<file path="src/rtl/slow_clock_gen.sv">
// slow_clock_gen: programmable clock divider producing a registered square-wave
// timebase (slow_clk) from clk by counting a programmable half-period.
// Optional macro SLOW_CLOCK_TICK_EN builds the one-cycle 'tick' pulse on each
// rising slow_clk; without it, tick is tied to 0 and no tick register exists.
`timescale 1ns/1ps

module slow_clock_gen #(
  parameter int CNT_W        = 26,
  parameter int HALF_DEFAULT = 50_000_000
) (
  input  logic             clk,
  input  logic             rst_n,
  input  logic             en,
  input  logic             half_load,
  input  logic [CNT_W-1:0] half_val,
  output logic             slow_clk,
  output logic             tick
);

  localparam logic [CNT_W-1:0] HALF_INIT = CNT_W'(HALF_DEFAULT);
  localparam logic [CNT_W-1:0] ONE       = CNT_W'(1);

  logic [CNT_W-1:0] half_q, half_d;
  logic [CNT_W-1:0] cnt_q,  cnt_d;
  logic             slow_clk_q, slow_clk_d;
  logic             wrap;

  // Terminal count: cnt never exceeds half_q-1 because a load always zeroes it.
  assign wrap = (cnt_q == half_q - ONE);

  // Next-state: load has priority over count; with neither, everything holds.
  always_comb begin
    // NOTE: every variable gets a default first so no path leaves it unassigned (no latch).
    half_d     = half_q;
    cnt_d      = cnt_q;
    slow_clk_d = slow_clk_q;
    if (half_load) begin
      half_d = (half_val == '0) ? ONE : half_val;
      cnt_d  = '0;
    end else if (en) begin
      if (wrap) begin
        cnt_d      = '0;
        slow_clk_d = ~slow_clk_q;
      end else begin
        cnt_d = cnt_q + ONE;
      end
    end
  end

  // State registers with asynchronous active-low reset.
  always_ff @(posedge clk or negedge rst_n) begin
    // NOTE: sequential state uses non-blocking assignments so all flops update together.
    if (!rst_n) begin
      half_q     <= HALF_INIT;
      cnt_q      <= '0;
      slow_clk_q <= 1'b0;
    end else begin
      half_q     <= half_d;
      cnt_q      <= cnt_d;
      slow_clk_q <= slow_clk_d;
    end
  end

  assign slow_clk = slow_clk_q;

`ifdef SLOW_CLOCK_TICK_EN
  logic tick_q, tick_d;

  // Tick fires on the edge that toggles slow_clk from 0 to 1.
  always_comb begin
    tick_d = !half_load && en && wrap && !slow_clk_q;
  end

  // Tick register, high for exactly the first cycle slow_clk reads 1.
  always_ff @(posedge clk or negedge rst_n) begin
    if (!rst_n) tick_q <= 1'b0;
    else        tick_q <= tick_d;
  end

  assign tick = tick_q;
`else
  assign tick = 1'b0;
`endif

endmodule

</file>
<file path="config.mk">
export PLATFORM = sky130hd
export DESIGN_NAME = slow_clock_gen
export DESIGN_NICKNAME = d
export VERILOG_FILES = /design/src/rtl/slow_clock_gen.sv
export SDC_FILE = /design/constraint.sdc
export NUM_CORES = 1
export LEC_CHECK = 0
export CAP_MARGIN = 20
export CORE_MARGIN = 2
export CORE_UTILIZATION = 35
export DETAILED_ROUTE_END_ITERATION = 7
export GPL_TIMING_DRIVEN = 0
export PLACE_DENSITY = 0.56
export SETUP_SLACK_MARGIN = 0.1
export SLEW_MARGIN = 20
export SYNTH_ARGS = -nofsm -noshare
export SYNTH_HDL_FRONTEND = slang
export SYNTH_SLANG_ARGS = --single-unit
</file>
<file path="constraint.sdc">
create_clock -name clk -period 3.46 [get_ports clk]
set_clock_uncertainty 0.05 [all_clocks]
set_input_delay 0.519 -clock clk [delete_from_list [all_inputs] [get_ports clk]]
set_output_delay 0.519 -clock clk [all_outputs]
set_load 0.01 [all_outputs]
</file>
== Word level (Yosys, flattened, before mapping) ==
Index checks and enable logic that the tools add are counted.

* Add/subtract/negate cells: 2
* Equal/unequal tests: 1
* Muxes and demuxes: 4
* Bitwise operators: 2
* Reductions and logical operators: 3

{| class="wikitable"
|+ Operators with widths
! cell !! number
|-
| 26-bit two-way mux || 4
|-
| 26-bit by 1-bit adder with 26-bit output (second input constant) || 1
|-
| 26-bit == test || 1
|-
| 26-bit logical NOT || 1
|-
| 26-bit by 1-bit subtractor with 26-bit output (second input constant) || 1
|-
| 3-bit AND reduction || 1
|-
| 1-bit inverter || 2
|-
| 2-bit nonzero test || 1
|}

* Register bits after elaboration: 53
* Input port bits: 30
* Output and inout port bits: 2
* Word-level logic and storage cells: 15

== Longest topological paths before layout ==
* Depth in word-level cells: 5
* Mapped depth: 11
* Gate-level depth less buffers: 10

== Least setup slack after synthesis ==
OpenSTA, ideal clock, no wires.

* Path type: register to register
* From: reg half_q[0]
* To: reg cnt_q[14]
* Setup time: 0.121 ns
* Data arrival time: 2.853 ns
* Required time: 3.289 ns
* Slack: 0.435 ns
* Cell stages (with the launch flop): 12
* Path buffers: 1
* Period minus slack after synthesis: 3.025 ns
* Path through: dfrtp_1 -> inv_1 -> ha_1 -> or3b_2 -> nor2_1 -> nand3_1 -> mux2_2 -> a221oi_1 -> a211o_1 -> o41ai_4 -> buf_2 -> nor2_1

* Longest elaborated chain between the ends: 5

{| class="wikitable"
|+ Ends and longest elaborated chain
! item !! RTL line !! text
|-
| from (decl) || 23 || <nowiki>logic [CNT_W-1:0] half_q, half_d;</nowiki>
|-
| from (signal assigned) || 58 || <nowiki>half_q <= half_d;</nowiki>
|-
| 26-bit by 1-bit subtractor with 26-bit output || 29 || <nowiki>assign wrap = (cnt_q == half_q - ONE);</nowiki>
|-
| 26-bit == test || 29 ||
|-
| 26-bit two-way mux || 41 || <nowiki>if (wrap) begin</nowiki>
|-
| 26-bit two-way mux || 40 || <nowiki>end else if (en) begin</nowiki>
|-
| 26-bit two-way mux || 37 || <nowiki>if (half_load) begin</nowiki>
|-
| to (signal assigned) || 59 || <nowiki>cnt_q <= cnt_d;</nowiki>
|-
| to (decl) || 24 || <nowiki>logic [CNT_W-1:0] cnt_q, cnt_d;</nowiki>
|}

Every way passes these cells. The select of a mux whose other input is x is not followed.
A chain may end at the register's enable or synchronous reset.

== Final worst setup path ==
* From: reg half_q[2]
* To: reg slow_clk_q (netlist: slow_clk)

* Longest elaborated chain between the ends: 3

{| class="wikitable"
|+ Ends and longest elaborated chain
! item !! RTL line !! text
|-
| 26-bit by 1-bit subtractor with 26-bit output || 29 ||
|-
| 26-bit == test || 29 ||
|-
| 3-bit AND reduction (no source line) || n/a ||
|-
| to (signal assigned) || 60 || <nowiki>slow_clk_q <= slow_clk_d;</nowiki>
|-
| to (decl) || 25 || <nowiki>logic slow_clk_q, slow_clk_d;</nowiki>
|}

Every way passes these cells.

==> results.py <==
metrics = {
    "yosys": {
        "avgSynthCellArea_sq_um": 9.591,
        "synth_nets": 388,
        "yosysUniqueCellTypes": 60,
        "syn_area_sq_mm": 0.003415,
        "syn_inst": 356,
        "synth_flop_cell": "dfrtp_1",
        "yosysTopAreaCellShare": 0.3005,
        "synth_warnings": 0,
        "yosysTopAreaCell": "dfrtp_1",
        "synthMostInstantiatedCell": "nor2_1",
        "synth_seq_area_share": 0.3928,
        "synthTopCellsByArea": "dfrtp_1, dfstp_2, xnor2_1",
        "ys_top_cells_by_count": "nor2_1, dfrtp_1, xnor2_1",
        "synth_edf_count": 0,
        "ys_ff_latch": 53,
        "async_reset_ff_frac": 1.000,
    },
    "worst_setup_path": {
        "crit_path_start_kind": "flip-flop",
        "cp_num_buf_inv": 2,
        "slowest_delay_ns": 0.54,
        "critical_path_class": "flip-flop to flip-flop",
        "critical_path.slowest_cell": "or4_1",
        "crit_arrival_ns": 3.39,
        "crit_chain": "or4_1 -> buf_6 -> or2_0 -> clkbuf_2 -> o41ai_4 -> nand4bb_1 -> a2111oi_2 -> and4b_1 -> nor4b_4 -> xor2_1",
        "path_max_fanout": 9,
        "r2r_setup_slack_ns": 0.26,
        "cp_top_family": "simple AND/OR/NAND/NOR gates",
        "crit_required_ns": 3.65,
        "endpoint_kind": "flip-flop",
    },
    "floorplanning": {
        "die_h_um": 102.8,
        "rows": 36,
        "io-pin-count": 32,
        "die_w_um": 102.8,
        "initial_utilization": 0.3542,
        "core_area_sq_mm": 0.009639,
        "design.die.area_sq_mm": 0.01056,
    },
    "cts": {
        "clk_latency_ns": 0.32,
        "cts_hold_buf": 0,
        "clock-sinks": 53,
        "cts_max_path_buffers": 2,
        "cts_root_buf": "clkbuf_8",
        "clk_pin_slew_ns": 0.10,
        "tritoncts": "built",
        "cts_buffers": 5,
        "cts_max_level": 2,
    },
    "route": {
        "drc": 0,
        "drtPass1Iterations": 4,
        "via_per_inst": 5.269,
        "routed_wirelength_um": 8266,
        "drt-initial-drc-count": 100,
        "route.vias.total": 2782,
        "antenna_left": 0,
        "wl_per_cell_um": 15.66,
    },
    "timing": {
        "finalSetupViolCount": 0,
        "hold_viol_final": 0,
        "period_share": 0.9242,
        "rsz0062_at_grt": "no",
        "slew_violations": 0,
        "max_freq_ghz": 0.3127,
        "post-route-min-period_ns": 3.198,
        "finalSetupTns_ns": 0,
        "worst_pin_slew_ns": 0.6961,
        "maxSlewHeadroom": 0.5359,
    },
    "layout": {
        "final_area_sq_mm": 0.004044,
        "diodes": 0,
        "fin_nets": 426,
        "area_growth_pct": 18.43,
        "utilization": 0.4195,
        "drive_above_1_share": 0.1696,
        "fin_cells": 528,
    },
    "global_route": {
        "antenna_found_initial": 0,
        "grt_pass1_wl_um": 13360,
        "grt_overflow": 0,
        "grt_usage": 0.1618,
        "grt_max_degree": 54,
        "grt_pass1_vias": 2678,
    },
    "placed_design": {
        "gp_congestion": 0.8875,
        "detailed_place.area_sq_mm": 0.003859,
        "numPortBuffers": 28,
        "dpl.cell_count": 517,
        "dp_hpwl_um": 6284,
    },
    "pwr": {
        "p_total_mw": 1.379,
        "p_int_mw": 1.001,
        "p_switching_mw": 0.3783,
        "combPwrFrac": 0.178,
        "p_clk_frac": 0.311,
        "p_leak_nw": 1.503,
        "p_sw_frac": 0.2743,
        "p_seq_frac": 0.512,
        "peakVddDrop_uv": 154.3,
        "powerDensity_mw_per_mm2": 341.0,
    },
    "status": {
        "run_status": "finished, final reports clean",
    },
    "min_path": {
        "min_path_type": "input pin to asynchronous set/reset pin",
    },
    "run": {
        "cap_violations": 0,
    },
}
cell usage in the layout, fill, tap and decap left out, types with 4 or more instances in the layout:
master and instances:
xnor2_1 33, mux2_2 24, nand4_1 10, clkbuf_1 11, clkdlybuf4s50_1 27, nor2_1 42, dfstp_2 12, or3_1 6
clkbuf_8 5, nand3_1 20, nand2_1 16, a31oi_1 4, nor4_1 14, or4_1 4, nor3_1 9, and3_1 8
buf_4 5, dfrtp_1 40, inv_1 8, o21ai_0 7, xor2_1 21
final timing paths:
check | end | cells past startpoint | startpoint
setup / recovery | slow_clk$_DFFE_PN0P_ | 10 | half_q[2]$_DFFE_PN0P_
hold / removal | slow_clk$_DFFE_PN0P_ | 1 | rst_n
setup reg to reg | slow_clk$_DFFE_PN0P_ | 10 | half_q[2]$_DFFE_PN0P_
hold reg to reg | slow_clk$_DFFE_PN0P_ | 1 | slow_clk$_DFFE_PN0P_
max in group asynchronous | half_q[2]$_DFFE_PN0P_ | 1 | rst_n
min in group clk | slow_clk$_DFFE_PN0P_ | 1 | slow_clk$_DFFE_PN0P_
power by group through the flow:
stage	Combinational, mW	Clock [mW]	Sequential, mW
3_3_place_gp	0.230	0	0.716
3_5_place_dp	0.235	0	0.717
6_report	0.245	0.429	0.706
4_1_cts	0.241	0.440	0.706
5_1_grt	0.270	0.458	0.713
2_1_floorplan	0.157	0	0.703
metal layers:
layer | GRT usage | part of all wire | wire length [um] | vias to the layer above
met5 | 0 | 0 | 0 | -
met4 | 0.05263 | 0.023 | 189 | 0
met3 | 0.02034 | 0.031 | 256 | 14
met2 | 0.2599 | 0.46 | 3766 | 58
met1 | 0.2276 | 0.49 | 4053 | 1341
li1 | - | - | - | 1369
registers in the layout, summed over array words and instances, names as in the netlist:
signal / count
cnt_q: 26
half_q: 26
slow_clk: 1
cell type report:
type | instances | area, sq um
Multi-Input combinational cell | 279 | 2009
Clock buffer | 6 | 72.57
Tap cell | 133 | 166.4
Buffer | 16 | 87.58
Timing Repair Buffer | 31 | 300.3
Inverter | 8 | 30.03
Clock inverter | 2 | 35.03
Sequential cell | 53 | 1343
Fill cell | 983 | 5595
metrics by stage:
| stage | hold slack (ns) | setup WS, ns |
|---|---|---|
| after detailed placement | 0.4103 | -0.07164 |
| final | 0.1913 | 0.2623 |
| after global placement | 0.4042 | -0.06756 |
| after CTS | 0.2224 | 0.1071 |
| after global routing | 0.2461 | 0.1033 |
| after floorplan | 0.1734 | 0.4354 |
repair_timing:
| item | in CTS | in global routing |
|---|---|---|
| setup endpoints to repair | 21 | 25 |
| setup buffers | 1 | 2 |
| pin swaps | 1 | 4 |
| resized for setup | 5 | 8 |
cells by family (layout without fill, tap and decap cells):
group,Yosys count,in the layout,share of synthesized area
buf+inv,24,63,0.03078
compound gates,35,35,0.08099
other cells,1,1,0.001098
simple gates,161,161,0.2635
fa+ha+maj,2,2,0.007328
flops,53,53,0.3928
mux,26,26,0.08501
xor+xnor,54,54,0.1385
Note: power is estimated with default switching activity, not from simulation.
